--- src/rtl/instr_fetch_responder_if.sv ---
// Instruction-fetch bus between a CPU (master) and the fetch responder (slave).
// Carries the request handshake and the one-cycle response.
interface instr_fetch_responder_if;
  logic        req;
  logic [31:0] addr;
  logic        ready;
  logic        rvalid;
  logic [31:0] rdata;
  logic        err;

  modport master (
    output req,
    output addr,
    input  ready,
    input  rvalid,
    input  rdata,
    input  err
  );

  modport slave (
    input  req,
    input  addr,
    output ready,
    output rvalid,
    output rdata,
    output err
  );
endinterface

--- src/rtl/instr_fetch_responder.sv ---
// Instruction-fetch responder: word memory with a backdoor load port and a fixed-latency fetch FSM.
// Optional macro IFETCH_ERR_CHECK_EN flags misaligned/out-of-range fetches through err.
module instr_fetch_responder #(
  parameter int DEPTH_LOG2 = 6,
  parameter int LATENCY    = 2
) (
  input  logic                  clock,
  input  logic                  reset,
  instr_fetch_responder_if.slave bus,
  input  logic                  load_en,
  input  logic [DEPTH_LOG2-1:0] load_addr,
  input  logic [31:0]           load_data
);

  localparam int         DEPTH    = 1 << DEPTH_LOG2;
  localparam logic [1:0] IDLE     = 2'd0;
  localparam logic [1:0] WAIT     = 2'd1;
  localparam logic [1:0] RESP     = 2'd2;
  localparam logic [3:0] LAT_INIT = 4'(LATENCY);
  localparam bit         LAT_ZERO = (LATENCY == 0);

  logic [1:0]            state;
  logic [3:0]            wait_cnt;
  logic [31:0]           mem [DEPTH];

  logic [31:0]           addr_p0;
  logic [31:0]           data_p1;
  logic                  err_p1;
  logic                  rvalid_p2;
  logic [31:0]           rdata_p2;
  logic                  err_p2;

  logic                  accept;
  logic                  resp_entry;
  logic [31:0]           fetch_addr;
  logic [DEPTH_LOG2-1:0] fetch_idx;
  logic [31:0]           mem_rd;
  logic                  fetch_err;

`ifdef IFETCH_ERR_CHECK_EN
  function automatic logic addr_fault(input logic [31:0] a);
    addr_fault = (a[1:0] != 2'b00) || (a[31:DEPTH_LOG2+2] != '0);
  endfunction

  assign fetch_err = addr_fault(fetch_addr);
`else
  logic unused_addr_bits;
  assign unused_addr_bits = ^{fetch_addr[31:DEPTH_LOG2+2], fetch_addr[1:0]};
  assign fetch_err        = 1'b0;
`endif

  assign accept     = (state == IDLE) && bus.req;
  assign resp_entry = (accept && LAT_ZERO) || ((state == WAIT) && (wait_cnt <= 4'd1));

  // With zero latency the read happens on the accepting edge, so the live address is used.
  assign fetch_addr = (state == IDLE) ? bus.addr : addr_p0;
  assign fetch_idx  = fetch_addr[DEPTH_LOG2+1:2];
  assign mem_rd     = (load_en && (load_addr == fetch_idx)) ? load_data : mem[fetch_idx];

  assign bus.ready  = (state == IDLE);
  assign bus.rvalid = rvalid_p2;
  assign bus.rdata  = rdata_p2;
  assign bus.err    = err_p2;

  always_ff @(posedge clock) begin
    if (load_en) begin
      mem[load_addr] <= load_data;
    end
  end

  // p0: address capture at acceptance
  always_ff @(posedge clock) begin
    if (accept) begin
      addr_p0 <= bus.addr;
    end
  end

  // p1: word read at RESP entry
  always_ff @(posedge clock) begin
    if (resp_entry) begin
      data_p1 <= fetch_err ? 32'h0 : mem_rd;
      err_p1  <= fetch_err;
    end
  end

  // p2: response registers; rdata is part of the reset state and holds between responses
  always_ff @(posedge clock) begin
    if (!reset) begin
      state     <= IDLE;
      wait_cnt  <= 4'd0;
      rvalid_p2 <= 1'b0;
      err_p2    <= 1'b0;
      rdata_p2  <= 32'h0;
    end else begin
      rvalid_p2 <= 1'b0;
      err_p2    <= 1'b0;
      case (state)
        IDLE: begin
          if (bus.req) begin
            wait_cnt <= LAT_INIT;
            state    <= LAT_ZERO ? RESP : WAIT;
          end
        end
        WAIT: begin
          wait_cnt <= wait_cnt - 4'd1;
          if (wait_cnt <= 4'd1) begin
            state <= RESP;
          end
        end
        RESP: begin
          state     <= IDLE;
          rvalid_p2 <= 1'b1;
          rdata_p2  <= data_p1;
          err_p2    <= err_p1;
        end
        default: state <= IDLE;
      endcase
    end
  end

endmodule

--- src/flat_wrapper.sv ---
// flat-port wrapper written by rule: the top's interface ports become plain ports
module instr_fetch_responder_flat 
#(
  parameter int DEPTH_LOG2 = 6,
  parameter int LATENCY    = 2
)
  (clock, reset, load_en, load_addr, load_data, bus_req, bus_addr, bus_ready, bus_rvalid, bus_rdata, bus_err);
  instr_fetch_responder_if bus_i ();
  input  logic clock;
  input  logic reset;
  input  logic load_en;
  input  logic [DEPTH_LOG2-1:0] load_addr;
  input  logic [31:0] load_data;
  input wire logic [$bits(bus_i.req)-1:0] bus_req;
  input wire logic [$bits(bus_i.addr)-1:0] bus_addr;
  output wire logic [$bits(bus_i.ready)-1:0] bus_ready;
  output wire logic [$bits(bus_i.rvalid)-1:0] bus_rvalid;
  output wire logic [$bits(bus_i.rdata)-1:0] bus_rdata;
  output wire logic [$bits(bus_i.err)-1:0] bus_err;
  assign bus_i.req = bus_req;
  assign bus_i.addr = bus_addr;
  assign bus_ready = bus_i.ready;
  assign bus_rvalid = bus_i.rvalid;
  assign bus_rdata = bus_i.rdata;
  assign bus_err = bus_i.err;
  instr_fetch_responder #(.DEPTH_LOG2(DEPTH_LOG2), .LATENCY(LATENCY)) u_core (.clock(clock), .reset(reset), .bus(bus_i), .load_en(load_en), .load_addr(load_addr), .load_data(load_data));
endmodule
--- config.mk ---
export PLATFORM = sky130hd
export DESIGN_NAME = instr_fetch_responder_flat
export DESIGN_NICKNAME = d
export VERILOG_FILES = /design/src/rtl/instr_fetch_responder_if.sv /design/src/rtl/instr_fetch_responder.sv /design/src/flat_wrapper.sv
export SDC_FILE = /design/constraint.sdc
export NUM_CORES = 2
export LEC_CHECK = 0
export CAP_MARGIN = 20
export CORE_MARGIN = 1.5
export CORE_UTILIZATION = 35
export CTS_CLUSTER_SIZE = 24
export DETAILED_ROUTE_END_ITERATION = 10
export HOLD_SLACK_MARGIN = 0.03
export SETUP_SLACK_MARGIN = 0.5
export SLEW_MARGIN = 30
export SYNTH_ARGS = -nofsm -noshare
export SYNTH_HDL_FRONTEND = slang
export SYNTH_SLANG_ARGS = --single-unit
--- constraint.sdc ---
create_clock -name clock -period 6.5 [get_ports clock]
set_input_delay 0.975 -clock clock [delete_from_list [all_inputs] [get_ports clock]]
set_output_delay 0.975 -clock clock [all_outputs]
set_load 0.05 [all_outputs]
==> metrics.yaml <==
finalSetupViolations: 0
yosys_warnings: 0
synth_top_family_by_area: "simple AND/OR/NAND/NOR gates"
final_cell_mix: "2086 x edfxtp_1, 933 x nand2_1, 271 x nand3_1, 210 x clkbuf_16, 195 x buf_4"
ctsHoldBuffers: 0
power.density_mw_per_mm2: 325
min_to: "u_core.bus.rdata[13]"
crit_path_end_kind: "flop"
grt_pass1_wl_mm: 340
arrival_ns: 5.55
place_hpwl_mm: 137
slew_violations: 0
route.met2.wl_mm: 113
path_clk_slew_ns: 0.06
timing.setup.tns_ns: 0
grt_use_total_pct: 19.8
ctsResizeCount: 0
cp_max_fo: 20
die_x_um: 489
cap_violations: 0
core-area_sq_mm: 0.235
fp-row-count: 178
grt_start_max_net_pins: 124
r2r_start: "u_core.state[0]"
drtIter0Drc: 6312
synth_compound_area_share_pct: 5.40
die_area_sq_mm: 0.239
status: "finished clean"
slew_headroom_pct: 32.9
synth-main-ff-cell: "edfxtp_1"
p_total_mw: 30.8
start_kind: "flop"
wl_per_cell_um: 28.1
ys_ff_latch: 2125
drt-met1-wl_mm: 97.5
synthesis.nets: 5095
vias: 47600
synthXorXnorAreaFrac_pct: 0.0212
antennaDiodeCount: 0
rsz0062_at_grt: "no"
mostFrequentLayoutCell: "edfxtp_1"
io-pin-count: 109
async_flop_share_pct: 0
cts_tree: "built"
syn_to_final_growth_pct: 14.6
fp.dieH_um: 489
syn_inst: 5019
start_util_pct: 35.1
synth_mux_area_share_pct: 7.30
layout-drive-gt1-share_pct: 15.1
h-tree-depth: 4
fin_nets: 5299
clock.fmax_ghz: 0.199
drc_errors: 0
yosys.area_share.simple_pct: 8.40
grt_pass1_vias: 46700
vdd_drop_max_uv: 223
synth_area_sq_mm: 0.0825
crit_type: "reg2reg"
synth-adder-area-share_pct: 0.0303
hold_path.class: "reg2reg"
seq_area_frac_synth_pct: 76.8
ant_nets: 0
synth_edf_count: 2086
hold_depth: 2
synthDistinctLibCells: 79
cp.required_ns: 7.04
via_per_inst: 5.57
tightest_slew_ns: 1.00
hold_viol: 0
post_cts_buffers: 0
wl_mm: 240
wl_met3_mm: 22.3
overflow: 0
clock_latency_ns: 0.84
firstDrtPassIters: 5
synth.avg_cell_area_sq_um: 16.4
reg2reg_slack_ns: 1.49
worstHoldStart: "u_core.bus.rdata[13]"
clock-sinks: 2125
gp_congestion: 0.819
cts-root-buf: "clkbuf_16"
cts_buffer_depth: 3
top_layer_used: "met4"
reg2reg_to: "u_core.data_p1[6]"
cts_buffers: 206
leakagePower_nw: 30.2
layout_min_cycle_time_ns: 5.01
reg2reg_depth: 11
antenna_found_initial: 10
period_share_pct: 77.1
clock_skew_ns: 0.0423
port_buffers: 81
worst max path at each step:
stage	startpoint	endpoint	slack, ns	cells after the start
2_1_floorplan	u_core.state[0]	u_core.data_p1[0]	1.92	5
3_3_place_gp	bus_addr[2]	u_core.data_p1[4]	1.13	11
3_5_place_dp	bus_addr[4]	u_core.data_p1[16]	1.10	9
4_1_cts	u_core.state[0]	u_core.data_p1[18]	1.60	11
5_1_grt	u_core.state[0]	u_core.data_p1[6]	1.46	11
6_report	u_core.state[0]	u_core.data_p1[6]	1.49	11
through the flow:
step,util (%),setup slack [ns],hold WS (ns),instances,cell area (sq um)
2_1_floorplan,-,1.92,0.496,5019,82500
3_3_place_gp,37.4,1.13,0.460,8150,88000
3_5_place_dp,37.6,1.10,0.462,8165,88400
4_1_cts,40.2,1.60,0.470,8538,94600
5_1_grt,40.3,1.46,0.495,8538,94600
6_report,40.3,1.49,0.465,8538,94600
per-layer routing:
layer / track usage [%] / vias to the layer above
met5: 0 / -
met4: 6.04 / 0
met3: 3.86 / 386
met2: 31.8 / 2381
met1: 27.3 / 24700
li1: - / 20100
critical path: stages (launching register included):
cell and delay, ns:
dfxtp_1 0.82, buf_4 0.39, or2_1 0.47, inv_2 0.24, a21boi_1 0.21, buf_4 0.22
o2111a_1 0.23, nand3_1 0.11, nand2_1 0.74, buf_4 0.31, and4b_1 0.30, nor3_1 0.61
synthesized netlist by cell type (15+ instances only):
library cell / count / area (sq um)
a2111oi_0: 15 / 131
mux2i_1: 162 / 1620
a211oi_1: 35 / 263
nor3_1: 15 / 75.1
dfxtp_1: 39 / 781
nor2_1: 160 / 601
mux4_2: 194 / 4370
clkbuf_1: 110 / 413
and3_1: 64 / 400
a21oi_1: 40 / 200
buf_2: 124 / 621
o22ai_1: 51 / 319
a21boi_0: 32 / 240
a32oi_1: 89 / 780
nand4_1: 48 / 300
buf_1: 18 / 67.6
nand3_1: 271 / 1360
edfxtp_1: 2086 / 62600
o21ai_0: 77 / 385
a31oi_1: 174 / 1090
buf_6: 19 / 214
buf_4: 40 / 300
nand2_1: 934 / 3510
o211a_1: 19 / 190
kinds of logic (layout without fill, tap and decap cells):
logic type                 after synthesis  count (layout)
AOI/OAI and AO/OA                      627             627
xor gates and xnor gates                 2               2
adders and majority gates                2               2
buffers and inverters                  324             693
DFF                                   2125            2125
muxes                                  359             359
other                                    1               1
and+or+nand+nor                       1579            1579
flip-flops by register name, summed over array words and instances (netlist names):
name	cells
u_core.mem	2048
u_core.bus.rdata	32
u_core.data_p1	32
u_core.addr_p0	6
u_core.wait_cnt	4
u_core.state	2
u_core.bus.rvalid	1
final cells by class:
| class | instances | area (sq um) |
|---|---|---|
| fillers | 21100 | 140000 |
| flip-flops and latches | 2125 | 63400 |
| multi-input cells | 2570 | 18100 |
| clock buffers | 272 | 5490 |
| well taps | 3150 | 3940 |
| repair buffers | 307 | 2850 |
| clock inverters | 101 | 709 |
| inverters | 13 | 48.8 |
power breakdown:
group | internal, mW | total (mW) | switching, mW | leakage (nW)
clock | 6.15 | 11.2 | 5.09 | 3.01
combinational | 1.38 | 4.25 | 2.87 | 8.07
sequential | 15.2 | 15.3 | 0.0774 | 19.1
total | 22.7 | 30.8 | 8.04 | 30.2
No activity file was read; power rests on OpenSTA's default activity.
